$ cat config.mk
export PLATFORM = sky130hd
export DESIGN_NAME = mux_tree_pipe
export DESIGN_NICKNAME = d
export VERILOG_FILES = /design/src/rtl/mux_tree_pkg.sv /design/src/rtl/mux2_level.sv /design/src/rtl/mux_tree_pipe.sv
export SDC_FILE = /design/constraint.sdc
export NUM_CORES = 1
export LEC_CHECK = 0
export CAP_MARGIN = 20
export CORE_UTILIZATION = 30
export DETAILED_ROUTE_END_ITERATION = 8
export HOLD_SLACK_MARGIN = 0.06
export PLACE_DENSITY = 0.64
export SYNTH_ARGS = -nofsm -noshare
export SYNTH_HDL_FRONTEND = slang
export SYNTH_SLANG_ARGS = --single-unit
$ cat constraint.sdc
create_clock -name clk -period 1.68 [get_ports clk]
set_clock_uncertainty 0.15 [all_clocks]
set_input_delay 0.504 -clock clk [delete_from_list [all_inputs] [get_ports clk]]
set_output_delay 0.504 -clock clk [all_outputs]
set_load 0.02 [all_outputs]
$ cat src/rtl/mux_tree_pkg.sv
// Shared defaults, log2 helper and tree/stage layout helpers for the mux tree.
// No logic, no latency, no flow control of its own.
// Consumed by mux2_level and mux_tree_pipe via import.
package mux_tree_pkg;

    localparam int DEF_WIDTH = 8;
    localparam int DEF_N_IN  = 4;

    function automatic int clog2(input int n);
        int r;
        int v;
        r = 0;
        v = n - 1;
        while (v > 0) begin
            r++;
            v = v >> 1;
        end
        return r;
    endfunction

    // Stage record {valid, sel, par, data}, packed LSB-first from data upward.
    function automatic int rec_data_lsb();
        return 0;
    endfunction

    function automatic int rec_par_bit(input int dw);
        return dw;
    endfunction

    function automatic int rec_sel_lsb(input int dw);
        return dw + 1;
    endfunction

    function automatic int rec_valid_bit(input int dw, input int sw);
        return dw + 1 + sw;
    endfunction

    function automatic int rec_width(input int dw, input int sw);
        return dw + sw + 2;
    endfunction

    // First node index of tree level lvl in a flat bus holding all levels.
    function automatic int tree_off(input int n_in, input int lvl);
        return n_in - (n_in >> lvl);
    endfunction

endpackage

$ cat src/rtl/mux2_level.sv
// One mux-tree level: N_PAIRS 2:1 muxes steered by sel bit LVL, registered; valid/sel ride along.
// Latency: 1 cycle. Parity lanes exist only when MUX_TREE_PARITY_EN is defined.
// Backpressure: loads only when en is high, otherwise every register holds.
module mux2_level
    import mux_tree_pkg::*;
#(
    parameter int WIDTH   = DEF_WIDTH,
    parameter int N_PAIRS = 1,
    parameter int SEL_W   = 1,
    parameter int LVL     = 0
) (
    input  logic                       clk,
    input  logic                       rst,
    input  logic                       en,
    input  logic                       in_vld,
    input  logic [SEL_W-1:0]           in_sel,
    input  logic [2*N_PAIRS*WIDTH-1:0] in_dat,
`ifdef MUX_TREE_PARITY_EN
    input  logic [2*N_PAIRS-1:0]       in_par,
    output logic [N_PAIRS-1:0]         out_par,
`endif
    output logic                       out_vld,
    output logic [SEL_W-1:0]           out_sel,
    output logic [N_PAIRS*WIDTH-1:0]   out_dat
);

    logic                     pick;
    logic [N_PAIRS*WIDTH-1:0] mux_dat;

    assign pick = in_sel[LVL];

    always_comb begin
        mux_dat = '0;
        for (int p = 0; p < N_PAIRS; p++) begin
            mux_dat[p*WIDTH +: WIDTH] = pick ? in_dat[(2*p+1)*WIDTH +: WIDTH]
                                             : in_dat[(2*p)*WIDTH +: WIDTH];
        end
    end

    always_ff @(posedge clk or posedge rst) begin
        if (rst) begin
            out_vld <= 1'b0;
            out_sel <= '0;
            out_dat <= '0;
        end else if (en) begin
            out_vld <= in_vld;
            out_sel <= in_sel;
            out_dat <= mux_dat;
        end
    end

`ifdef MUX_TREE_PARITY_EN
    logic [N_PAIRS-1:0] mux_par;

    always_comb begin
        mux_par = '0;
        for (int p = 0; p < N_PAIRS; p++) begin
            mux_par[p] = pick ? in_par[2*p+1] : in_par[2*p];
        end
    end

    always_ff @(posedge clk or posedge rst) begin
        if (rst) begin
            out_par <= '0;
        end else if (en) begin
            out_par <= mux_par;
        end
    end
`endif

endmodule

$ cat src/rtl/mux_tree_pipe.sv
// Pipelined N_IN:1 channel select built from LEVELS registered 2:1 levels; optional MUX_TREE_PARITY_EN.
// Latency: LEVELS cycles accept-to-out_valid, plus one per stalled cycle; 1 beat/cycle.
// Backpressure: single global enable adv = out_ready | ~out_valid; in_ready = adv, bubbles kept.
module mux_tree_pipe
    import mux_tree_pkg::*;
#(
    parameter  int WIDTH  = DEF_WIDTH,
    parameter  int N_IN   = DEF_N_IN,
    localparam int LEVELS = clog2(N_IN)
) (
    input  logic                    clk,
    input  logic                    rst,
    input  logic [N_IN*WIDTH-1:0]   in_data,
    input  logic [LEVELS-1:0]       in_sel,
    input  logic                    in_valid,
    output logic                    in_ready,
    output logic [WIDTH-1:0]        out_data,
    output logic [LEVELS-1:0]       out_sel,
    output logic                    out_valid,
    input  logic                    out_ready,
    output logic                    out_par
);

    // Every level's node registers packed into flat buses; level l starts at node tree_off(N_IN, l).
    logic                       adv;
    logic [(N_IN-1)*WIDTH-1:0]  tree_dat;
    logic [LEVELS-1:0]          tree_vld;
    logic [LEVELS*LEVELS-1:0]   tree_sel;

    assign adv      = out_ready | ~out_valid;
    assign in_ready = adv;

`ifdef MUX_TREE_PARITY_EN
    logic [N_IN-1:0] ch_par;
    logic [N_IN-2:0] tree_par;

    always_comb begin
        ch_par = '0;
        for (int k = 0; k < N_IN; k++) begin
            ch_par[k] = ^in_data[k*WIDTH +: WIDTH];
        end
    end
`endif

    for (genvar l = 0; l < LEVELS; l++) begin : g_lvl
        localparam int NP  = N_IN >> (l + 1);
        localparam int OFF = tree_off(N_IN, l);

        if (l == 0) begin : g_head
            mux2_level #(
                .WIDTH   (WIDTH),
                .N_PAIRS (NP),
                .SEL_W   (LEVELS),
                .LVL     (0)
            ) u_lvl (
                .clk     (clk),
                .rst     (rst),
                .en      (adv),
                .in_vld  (in_valid),
                .in_sel  (in_sel),
                .in_dat  (in_data),
`ifdef MUX_TREE_PARITY_EN
                .in_par  (ch_par),
                .out_par (tree_par[OFF +: NP]),
`endif
                .out_vld (tree_vld[0]),
                .out_sel (tree_sel[0 +: LEVELS]),
                .out_dat (tree_dat[OFF*WIDTH +: NP*WIDTH])
            );
        end else begin : g_body
            localparam int POFF = tree_off(N_IN, l - 1);

            mux2_level #(
                .WIDTH   (WIDTH),
                .N_PAIRS (NP),
                .SEL_W   (LEVELS),
                .LVL     (l)
            ) u_lvl (
                .clk     (clk),
                .rst     (rst),
                .en      (adv),
                .in_vld  (tree_vld[l-1]),
                .in_sel  (tree_sel[(l-1)*LEVELS +: LEVELS]),
                .in_dat  (tree_dat[POFF*WIDTH +: 2*NP*WIDTH]),
`ifdef MUX_TREE_PARITY_EN
                .in_par  (tree_par[POFF +: 2*NP]),
                .out_par (tree_par[OFF +: NP]),
`endif
                .out_vld (tree_vld[l]),
                .out_sel (tree_sel[l*LEVELS +: LEVELS]),
                .out_dat (tree_dat[OFF*WIDTH +: NP*WIDTH])
            );
        end
    end

    // The root node is the last slot of each flat bus.
    assign out_valid = tree_vld[LEVELS-1];
    assign out_sel   = tree_sel[(LEVELS-1)*LEVELS +: LEVELS];
    assign out_data  = tree_dat[(N_IN-2)*WIDTH +: WIDTH];

`ifdef MUX_TREE_PARITY_EN
    assign out_par = tree_par[N_IN-2];
`else
    assign out_par = 1'b0;
`endif

endmodule

==> flow_metrics.tcl, run 1 <==
set metrics [dict create \
    final_area_sq_mm 0.00217 \
    antenna_found_initial 0 \
    fp.dieW_um 72.6 \
    p_sw_frac 0.270 \
    status "finished clean" \
    synthTopCellsByArea "dfrtp_1, mux2_2, mux2_4" \
    place_area_sq_mm 0.00206 \
    h-tree-depth 2 \
    via_count 930 \
    synth_common_cells "mux2_2, dfrtp_1, mux2_4, buf_2, nand2b_1" \
    synth_top_family_by_area "multiplexers" \
    post-place-ws_ps -680 \
    critical_path_class "reg -> out" \
    final_hold_viol_count 0 \
    core-area_sq_mm 0.00475 \
    cp_max_fo 2 \
    slowest_delay_ps 380 \
    power_density_mw_per_mm2 980 \
    r2r.worst_path.cells 2 \
    drive_gt1_frac 0.453 \
    num_antenna_cells 0 \
    fin_crit_sh 0.975 \
    dp_hpwl_um 2030 \
    post-route-min-period_ps 1640 \
    fmax_mhz 611 \
    via_per_inst 4.33 \
    cts_root_buffer "clkbuf_8" \
    synthSimpleGateAreaFrac 0.00838 \
    worst_path_max_delay_cell "dfrtp_1" \
    wire_per_inst_um 13.9 \
    path_buf_inv 1 \
    grt_usage 0.117 \
    fin_ws_ps 42.4 \
    rows 25 \
    whs_path_depth 1 \
    wl_um 2980 \
    path_cells "dlygate4sd2_1" \
    synth_compound_area_frac 0 \
    syn_area_sq_mm 0.00149 \
    muxShareOfSynthArea 0.445 \
    grt_pass1_vias 949 \
    required_ps 1030 \
    firstDrtPassIters 2 \
    postSynthCellCount 94 \
    first_iter_violations 41 \
    synth_edf_count 0 \
    async_flop_share 1.00 \
    io_buffers 49 \
    multi_input_area_sq_um 688 \
    path_depth 1 \
    power.share.sequential 0.436 \
    cts_setup_buffers 0 \
    ys_seq_area_frac 0.503 \
    yosys.area.top_type "dfrtp_1" \
    setup_viol 0 \
    ir_worst_vdd_mv 0.358 \
    drc 0 \
    cts_sinks 30 \
    hold_ws_ps 313 \
    grt_pass1_wl_um 4450 \
    synth_nets 132 \
    internal_power_w 0.00156 \
    max_cap_violations 0 \
    combPwrFrac 0.287 \
    avgSynthCellArea_sq_um 15.9 \
    synthAdderAreaFrac 0 \
    synthDominantCellAreaShare 0.503 \
    total_power_w 0.00213 \
    synthXorXnorAreaFrac 0 \
    synth_ff_type "dfrtp_1" \
    hp-class "reg -> reg" \
    synth_cell_types 10 \
    grt_max_degree 31 \
    layout.nets 185 \
    p_clk_frac 0.277 \
    nFillCells 436 \
    die-area_sq_mm 0.00527 \
    crit_family "flip-flops" \
    clock_path_buffers 2 \
    cts_tree "done" \
    start_util 0.314 \
    endpoint_kind "primary output" \
    numCtsBuffers 5 \
    ant_nets 0 \
    p_leak_nw 0.972 \
    yosys.cell_count.top_type "mux2_2" \
    path_clk_slew_ps 60 \
    worstSkewPairLatency_ps 280 \
    drv_slew 0 \
    fp.dieH_um 72.6 \
    start_kind "flip-flop" \
    ctsHoldBuffers 0 \
    io_pins 51 \
    rsz0062_at_grt "no" \
    gp_congestion 0.665 \
    yosys_warnings 0 \
    globalRouteOverflowTotal 0 \
    cp.arrival_ps 980 \
    synth_seq_cells 30 \
    regArea_sq_um 751 \
    switching_power_w 0.000575 \
    synthToLayoutAreaGrowth_pct 45.5 \
]
## cell families after synthesis
| kind of cell | after synthesis |
|---|---|
| buf+inv | 8 |
| flops | 30 |
| mux | 53 |
| other cells | 1 |
| simple gates | 2 |
## layout by cell type, fill, tap and decap left out
cell type / count
mux2_2: 35
clkbuf_2: 1
clkbuf_16: 1
mux2_4: 18
inv_1: 1
dfrtp_1: 30
buf_12: 2
dlymetal6s2s_1: 2
conb_1: 1
dlygate4sd2_1: 10
clkbuf_1: 1
clkinv_2: 1
nand2b_4: 1
buf_6: 2
clkbuf_8: 6
nand2b_1: 1
clkdlybuf4s50_1: 35
## power groups by stage
| stage | clock, W | combinational, W | sequential, W |
|---|---|---|---|
| floorplan | 0 | 0.000310 | 0.00101 |
| global placement | 0 | 0.000642 | 0.000938 |
| detailed placement | 0 | 0.000656 | 0.000946 |
| CTS | 0.000619 | 0.000610 | 0.000930 |
| global route | 0.000642 | 0.000653 | 0.000949 |
| finish | 0.000590 | 0.000611 | 0.000930 |
## worst paths after layout
check	start	endpoint	slack (ps)
max	g_lvl[1].g_body.u_lvl.out_dat[0]	out_data[0]	40
min	g_lvl[0].g_head.u_lvl.out_vld	g_lvl[1].g_body.u_lvl.out_vld	310
max reg2reg	g_lvl[0].g_head.u_lvl.out_sel[1]	g_lvl[1].g_body.u_lvl.out_dat[7]	140
min reg2reg	g_lvl[0].g_head.u_lvl.out_vld	g_lvl[1].g_body.u_lvl.out_vld	310
max in group asynchronous	rst	g_lvl[1].g_body.u_lvl.out_dat[2]	810
min in group asynchronous	rst	g_lvl[0].g_head.u_lvl.out_sel[1]	400
## sequential cells by signal, indices dropped and copies added, names as in the netlist
register / cells
g_lvl.g_body.u_lvl.out_sel: 2
g_lvl.g_body.u_lvl.out_dat: 8
g_lvl.g_head.u_lvl.out_vld: 1
g_lvl.g_head.u_lvl.out_dat: 16
g_lvl.g_head.u_lvl.out_sel: 2
g_lvl.g_body.u_lvl.out_vld: 1
## final cells by class
cell class	instances	share of cell area
Tap cell	67	0.0386
Clock buffer	7	0.0397
Sequential cell	30	0.345
Clock inverter	1	0.00230
Inverter	1	0.00173
Multi-Input combinational cell	56	0.317
Timing Repair Buffer	53	0.256
## what timing repair did
item / 4_1_cts / 5_1_grt
hold endpoints to repair: 0 / 0
gates resized for setup: 16 / 7
endpoints found under the setup margin: 41 / 31
cloned: 0 / 1
## metrics by stage
stage,TNS (ps),std cells,util
after floorplan,0,94,-
after detailed placement,-14450,206,0.433
after global routing,0,215,0.457
after CTS,-5090,214,0.448
final,0,215,0.457
after global placement,-12890,206,0.433
## routing by layer
| layer | GRT usage | up-vias | routed length (um) |
|---|---|---|---|
| li1 | - | 435 | - |
| met1 | 0.129 | 457 | 1230 |
| met2 | 0.191 | 32 | 1470 |
| met3 | 0.0486 | 6 | 223 |
| met4 | 0.0654 | 0 | 67 |
| met5 | 0 | - | 0 |
No activity file was read; power rests on OpenSTA's default activity.
==> run 2: changes to the inputs <==
--- a/config.mk
+++ b/config.mk
@@ -7,9 +7,11 @@
 export LEC_CHECK = 0
 export CAP_MARGIN = 20
 export CORE_UTILIZATION = 30
+export CTS_CLUSTER_SIZE = 12
 export DETAILED_ROUTE_END_ITERATION = 8
 export HOLD_SLACK_MARGIN = 0.06
 export PLACE_DENSITY = 0.64
+export SLEW_MARGIN = 20
 export SYNTH_ARGS = -nofsm -noshare
 export SYNTH_HDL_FRONTEND = slang
 export SYNTH_SLANG_ARGS = --single-unit
==> results of run 2 <==
Same layout as run 1: the final DEF is identical, and so are final timing and power.
